File: config.mk
export PLATFORM = sky130hd
export DESIGN_NAME = regfile_dump_flat
export DESIGN_NICKNAME = d
export VERILOG_FILES = /design/src/rtl/regfile_dump_if.sv /design/src/rtl/regfile_dump.sv /design/src/flat_wrapper.sv
export SDC_FILE = /design/constraint.sdc
export NUM_CORES = 1
export LEC_CHECK = 0
export ABC_AREA = 0
export BUFFER_PORTS_ARGS = -buffer_cell sky130_fd_sc_hd__buf_2
export CELL_PAD_IN_SITES_DETAIL_PLACEMENT = 0
export CELL_PAD_IN_SITES_GLOBAL_PLACEMENT = 1
export CORE_ASPECT_RATIO = 1.2
export CORE_MARGIN = 4
export CORE_UTILIZATION = 32
export CTS_CLUSTER_SIZE = 24
export DETAILED_ROUTE_END_ITERATION = 12
export MAX_ROUTING_LAYER = met4
export PLACE_DENSITY_LB_ADDON = 0.25
export SYNTH_ARGS = -nofsm -noshare
export SYNTH_HDL_FRONTEND = slang
export SYNTH_SLANG_ARGS = --single-unit
File: constraint.sdc
create_clock -name Clk -period 1.95 [get_ports Clk]
set_input_delay 0.2925 -clock Clk [delete_from_list [all_inputs] [get_ports Clk]]
set_output_delay 0.2925 -clock Clk [all_outputs]
set_load 0.03 [all_outputs]
File: src/rtl/regfile_dump_if.sv
// Address/data beat stream from the register-file dump engine to the debug link.
// The master drives the beat; the slave answers with DumpReady.
interface regfile_dump_if #(
  parameter int width     = 32,
  parameter int addrWidth = 5
) ();
  logic                 DumpValid;
  logic                 DumpReady;
  logic [addrWidth-1:0] DumpAddr;
  logic [width-1:0]     DumpData;
  logic                 DumpLast;

  modport master (
    output DumpValid,
    output DumpAddr,
    output DumpData,
    output DumpLast,
    input  DumpReady
  );

  modport slave (
    input  DumpValid,
    input  DumpAddr,
    input  DumpData,
    input  DumpLast,
    output DumpReady
  );
endinterface

File: src/rtl/regfile_dump.sv
// Register-file debug readout: walks an inclusive, wrapping address range through
// a borrowed read port and streams each register as one address/data beat.
module regfile_dump #(
  parameter int width     = 32,
  parameter int addrWidth = 5
) (
  input  logic                 Clk,
  input  logic                 Reset,
  input  logic                 Start,
  input  logic [addrWidth-1:0] FirstReg,
  input  logic [addrWidth-1:0] LastReg,
  input  logic                 Grant,
  output logic                 Request,
  output logic [addrWidth-1:0] ReadRegister,
  input  logic [width-1:0]     ReadData,
  output logic                 Busy,
  output logic                 Done,
  regfile_dump_if.master       dump
);

  typedef enum logic [1:0] {
    IDLE = 2'd0,
    READ = 2'd1,
    SEND = 2'd2,
    DONE = 2'd3
  } stateT;

  stateT                stateReg, stateNext;
  logic [addrWidth-1:0] ptrReg, ptrNext;
  logic [addrWidth-1:0] endReg, endNext;
  logic [addrWidth-1:0] dumpAddrReg, dumpAddrNext;
  logic [width-1:0]     dumpDataReg, dumpDataNext;
  logic                 dumpLastReg, dumpLastNext;

  always_ff @(posedge Clk) begin
    if (Reset) begin
      stateReg    <= IDLE;
      ptrReg      <= '0;
      endReg      <= '0;
      dumpAddrReg <= '0;
      dumpDataReg <= '0;
      dumpLastReg <= 1'b0;
    end else begin
      stateReg    <= stateNext;
      ptrReg      <= ptrNext;
      endReg      <= endNext;
      dumpAddrReg <= dumpAddrNext;
      dumpDataReg <= dumpDataNext;
      dumpLastReg <= dumpLastNext;
    end
  end

  always_comb begin
    stateNext    = stateReg;
    ptrNext      = ptrReg;
    endNext      = endReg;
    dumpAddrNext = dumpAddrReg;
    dumpDataNext = dumpDataReg;
    dumpLastNext = dumpLastReg;
    case (stateReg)
      IDLE: begin
        if (Start) begin
          ptrNext   = FirstReg;
          endNext   = LastReg;
          stateNext = READ;
        end
      end
      READ: begin
        // The beat is captured here so a later Grant drop or file change cannot disturb it.
        if (Grant) begin
          dumpAddrNext = ptrReg;
          dumpDataNext = ReadData;
          dumpLastNext = (ptrReg == endReg);
          stateNext    = SEND;
        end
      end
      SEND: begin
        if (dump.DumpReady) begin
          if (dumpLastReg) begin
            stateNext = DONE;
          end else begin
            // Natural overflow of the pointer gives the modulo-depth wrap.
            ptrNext   = ptrReg + addrWidth'(1);
            stateNext = READ;
          end
        end
      end
      DONE: begin
        stateNext = IDLE;
      end
      default: begin
        stateNext = IDLE;
      end
    endcase
  end

  assign Busy           = (stateReg == READ) || (stateReg == SEND);
  assign Request        = Busy;
  assign Done           = (stateReg == DONE);
  assign ReadRegister   = ptrReg;
  assign dump.DumpValid = (stateReg == SEND);
  assign dump.DumpAddr  = dumpAddrReg;
  assign dump.DumpData  = dumpDataReg;
  assign dump.DumpLast  = dumpLastReg;

endmodule

File: src/flat_wrapper.sv
// flat-port wrapper written by rule: the top's interface ports become plain ports
module regfile_dump_flat 
#(
  parameter int width     = 32,
  parameter int addrWidth = 5
)
  (Clk, Reset, Start, FirstReg, LastReg, Grant, Request, ReadRegister, ReadData, Busy, Done, dump_DumpValid, dump_DumpAddr, dump_DumpData, dump_DumpLast, dump_DumpReady);
  regfile_dump_if #(.width(width), .addrWidth(addrWidth)) dump_i ();
  input  logic Clk;
  input  logic Reset;
  input  logic Start;
  input  logic [addrWidth-1:0] FirstReg;
  input  logic [addrWidth-1:0] LastReg;
  input  logic Grant;
  output logic Request;
  output logic [addrWidth-1:0] ReadRegister;
  input  logic [width-1:0] ReadData;
  output logic Busy;
  output logic Done;
  output wire logic [$bits(dump_i.DumpValid)-1:0] dump_DumpValid;
  output wire logic [$bits(dump_i.DumpAddr)-1:0] dump_DumpAddr;
  output wire logic [$bits(dump_i.DumpData)-1:0] dump_DumpData;
  output wire logic [$bits(dump_i.DumpLast)-1:0] dump_DumpLast;
  input wire logic [$bits(dump_i.DumpReady)-1:0] dump_DumpReady;
  assign dump_DumpValid = dump_i.DumpValid;
  assign dump_DumpAddr = dump_i.DumpAddr;
  assign dump_DumpData = dump_i.DumpData;
  assign dump_DumpLast = dump_i.DumpLast;
  assign dump_i.DumpReady = dump_DumpReady;
  regfile_dump #(.width(width), .addrWidth(addrWidth)) u_core (.Clk(Clk), .Reset(Reset), .Start(Start), .FirstReg(FirstReg), .LastReg(LastReg), .Grant(Grant), .Request(Request), .ReadRegister(ReadRegister), .ReadData(ReadData), .Busy(Busy), .Done(Done), .dump(dump_i));
endmodule
Word level (Yosys, flattened, before mapping) --
Cells that the tools add are included.
Operators by class: add/subtract/negate cells 1, equal/unequal tests 8, multiplexer cells 9, reduce and logical (&&, ||, !) cells 7
Operators by type and width (number):
- $mux 5 | 3
- $pmux 5 s2 | 1
- $mux 2 | 4
- $pmux 2 s4 | 1
- $ne 2x2->1 const B | 3
- $add 5x1->5 const B | 1
- $eq 5x5->1 | 1
- $eq 2x2->1 const B | 2
- $reduce_and 2->1 | 2
- $reduce_and 4->1 | 1
- $reduce_and 3->1 | 1
- $eq 2x1->1 const B | 1
- $logic_not 2->1 | 1
- $ne 2x1->1 const B | 1
- $reduce_bool 2->1 | 1
- $logic_or 1x1->1 | 1
Storage, ports and cells: register bits after elaboration 50, output and inout bits 47, word-level logic and storage cells 31

Longest topological paths before layout --
word-level depth 4, depth in mapped cells 7

Worst setup path before layout --
Ideal clock, no wire load.
path kind reg-to-reg, from register u_core.stateReg[0], to register u_core.ptrReg[0] (netlist: u_core.ReadRegister[0]), arrival time 1594 ps, data required time 1831 ps, slack 238 ps, cell stages (with the launch flop) 7, clock period less this slack 1712 ps, cell sequence dfxtp_1 inv_1 ha_1 buf_4 mux2i_2 a211oi_1 o221a_2
Between the ends: cells in the longest elaborated chain, start to end 3
Ends and longest elaborated chain:
- start, declared | RTL line regfile_dump.sv:28 | stateT stateReg, stateNext;
- start signal, assigned | RTL line regfile_dump.sv:44 | stateReg <= stateNext;
- $eq 2x2->1 *
- named net dump_DumpValid | RTL line flat_wrapper.sv:20 | output wire logic [$bits(dump_i.DumpValid)-1:0] dump_DumpValid;
- $ne 2x2->1 (no line), or another cell as far along
- $reduce_and 4->1 (no line)
- end signal, assigned | RTL line regfile_dump.sv:45 | ptrReg <= ptrNext;
- end, declared | RTL line regfile_dump.sv:29 | logic [addrWidth-1:0] ptrReg, ptrNext;
The timed path passes the listed nets; every way through them passes the cells marked *. A chain may end at the register's enable or synchronous reset.

Final worst setup path --
from register u_core.stateReg[0], to register u_core.ptrReg[0] (netlist: u_core.ReadRegister[0])
Between the ends: cells in the longest elaborated chain, start to end 3
Ends and longest elaborated chain:
- $eq 2x2->1 / $logic_not 2->1 (equally long branches) | RTL line regfile_dump.sv:60 | case (stateReg)
- $ne 2x2->1 (no line), or another cell as far along
- $reduce_and 4->1 (no line)
Parallel ways exist; a longest one is shown, timed or not.

==> impl_metrics.csv <==
group,metric,value,unit
global_route,grt_max_degree,45,
global_route,antenna_found_initial,0,
clocking,cts_tree,"done",
drt,drtIter0Drc,79,
critical_path,crit_slowest_cell,"mux2i_2",
sta,rsz0062_at_grt,"no",
critical_path,path_cells,"inv_1 -> ha_1 -> mux2i_2 -> a211oi_1 -> o221a_2",
critical_path,cp_slowest_stage_delay,0.45,ns
min_path,holdCritPathClass,"input port to register",
power_and_ir_drop,switching_share,40.8,%
die,rows,31,
die,die_h,96.2,µm
logic_synthesis,synth_top_cell_area_share,48.3,%
logic_synthesis,synth_top_area_cell,"dfxtp_1",
critical_path,end_kind,"register",
global_route,globalRouteTotalUtil,14.8,%
logic_synthesis,yosys-top-cells-area,"dfxtp_1, nand2_1, a21oi_1",
power_and_ir_drop,vdd.ir_drop.worst,0.622,mV
sta,setup_viol,0,
finish,layout_common_cells,"buf_2, nand2_1, dfxtp_1",
logic_synthesis,syn_nets,308,
sta,maxSlewHeadroom,68.1,%
placement,gp_congestion,0.861,
power_and_ir_drop,p_clk_share,21.8,%
logic_synthesis,synth_seq_area_share,48.3,%
sta,final-hold-violation-count,0,
logic_synthesis,ys_types,33,
sta,worstMarginPinSlew,0.479,ns
drt,vias,2009,
logic_synthesis,ys_ff_latch,50,
drt,wirelength,5.63,mm
sta,fin_ws,0.177,ns
finish,stdcell_area,2720,µm²
outcome,status,"complete, no violations",
clocking,numCtsBuffers,5,
drt,wl_met2,2.68,mm
logic_synthesis,postSynthAreaPerCell,8.13,µm²
logic_synthesis,synthCells,255,
clocking,post_cts_resized,0,
logic_synthesis,yosys_warnings,0,
critical_path,required,2.15,ns
finish,final_common_cell,"buf_2",
power_and_ir_drop,comb_power_share,39.7,%
sta,fin_crit_sh,90.9,%
clocking,path_clk_slew,0.10,ns
power_and_ir_drop,power_leakage,1.22,nW
sta,slew_viol_final,0,
global_route,grt_pass1_wl,8.70,mm
critical_path,crit_path_start_kind,"register",
drt,ant_nets,0,
clocking,ctsHoldBuffers,0,
job,drv_cap,0,
global_route,grt_pass1_vias,1897,
sta,fmax,0.564,GHz
drt,viasPerCell,4.72,
finish,drive_gt1_share,32.3,%
clocking,cts_sinks,50,
finish,final_util,44.0,%
clocking,cts-root-buf,"clkbuf_8",
die,boundaryPins,94,
clocking,cts_setup_buffers,0,
sta,skew,0.00615,ns
power_and_ir_drop,power_switching,1.45,mW
drt,drcViolationCount,0,
die,die_x,81.5,µm
die,dieArea,7840,µm²
power_and_ir_drop,power_density,1310,nW/µm²
critical_path,critical_path_class,"register to register",
sta,period_needed,1.77,ns
sta,finalSetupTns,0,ns
power_and_ir_drop,seqPwrFrac,38.5,%
power_and_ir_drop,power.internal,2.10,mW
drt,topRoutingLayerUsed,"met4",
drt,first_pass_iters,4,
clocking,cts.path.max_buffers,2,
clocking,htreeDepth,2,
critical_path,crit_arrival,1.97,ns
die,coreArea,6170,µm²
die,initial_core_util,33.6,%
finish,nets,396,
placement,place_hpwl,4.05,mm
placement,dpl-instance-area,2590,µm²
global_route,grt-ovfl-total,0,
finish,syn_to_final_growth,31.0,%
critical_path,cp_max_fo,9,
drt,wl_met1,2.47,mm
placement,port_buffers,93,
finish,diodes,0,
placement,place_ws,0.231,ns
drt,post_drt_wl_per_cell,13.2,µm
clocking,clock_latency,0.30,ns
drt,met3_length,407,µm
logic_synthesis,synth_area,2070,µm²
==> state kept, by name, indices dropped and copies added (netlist names) <==
signal                flops
u_core.dump.DumpData     32
u_core.ReadRegister       5
u_core.dump.DumpAddr      5
u_core.endReg             5
u_core.stateReg           2
u_core.dump.DumpLast      1
==> final timing paths <==
| check | startpoint | to | slack (ns) | depth (start not counted) |
|---|---|---|---|---|
| max | u_core.stateReg[0] | u_core.ReadRegister[0] | 0.18 | 5 |
| min | ReadData[30] | u_core.dump.DumpData[30] | 0.22 | 3 |
| max reg2reg | u_core.stateReg[0] | u_core.ReadRegister[0] | 0.18 | 5 |
| min reg2reg | u_core.dump.DumpData[12] | u_core.dump.DumpData[12] | 0.45 | 2 |
==> metal layers <==
layer	up-vias	GRT usage [%]
met3	7	3.28
met4	0	5.21
met5	-	-
met2	75	24.5
li1	1028	-
met1	899	17.5
==> cells by family (layout without fill, tap and decap cells) <==
family / Yosys count / after routing / share of synthesized area, %
xor+xnor: 5 / 5 / 2.11
flops: 50 / 50 / 48.3
mux: 2 / 2 / 1.21
buf+inv: 25 / 114 / 5.73
fa+ha+maj: 6 / 6 / 3.62
compound gates: 62 / 62 / 18.5
simple gates: 105 / 105 / 20.6
==> critical path, delay by kind of cell (launching register included) <==
| family | cells | cell delay (ns) |
|---|---|---|
| flops | 1 | 0.37 |
| compound gates | 2 | 0.35 |
| mux | 1 | 0.45 |
| fa+ha+maj | 1 | 0.37 |
| buf+inv | 1 | 0.12 |
==> cell type report <==
type / instances / area [µm²]
clock buffer: 6 / 82.6
clock inverter: 2 / 38.8
fill: 652 / 3450
inverter: 7 / 26.3
multi-input combinational: 180 / 953
sequential: 50 / 1000
tap: 82 / 103
timing repair buffer: 99 / 510
==> Yosys cell counts, drive strengths merged <==
master,number
a211oi,4
a21o,1
a21oi,42
a221oi,3
a2bb2oi,1
a311oi,1
a31oi,1
a41oi,1
and2,1
and3,1
buf,13
clkbuf,5
dfxtp,50
ha,6
inv,7
mux2,1
mux2i,1
nand2,86
nand2b,6
nand3,8
nand4,1
nor2,2
o21ai,1
o221a,1
o31a,2
o32ai,3
o41ai,1
xnor2,2
xor2,3
==> power by group through the flow <==
stage	logic (mW)	registers [mW]	clock network (mW)
after CTS	1.43	1.37	0.810
final	1.41	1.37	0.774
after floorplan	0.806	1.64	0
after detailed placement	1.43	1.39	0
after global routing	1.55	1.39	0.843
after global placement	1.42	1.39	0
==> through the flow <==
step / instances / power [mW] / hold slack, ns
after detailed placement: 418 / 2.82 / 0.444
after floorplan: 255 / 2.44 / 0.429
after CTS: 426 / 3.61 / 0.202
final: 426 / 3.55 / 0.215
after global routing: 426 / 3.79 / 0.201
after global placement: 418 / 2.81 / 0.439
Note: power is estimated with default switching activity, not from simulation.
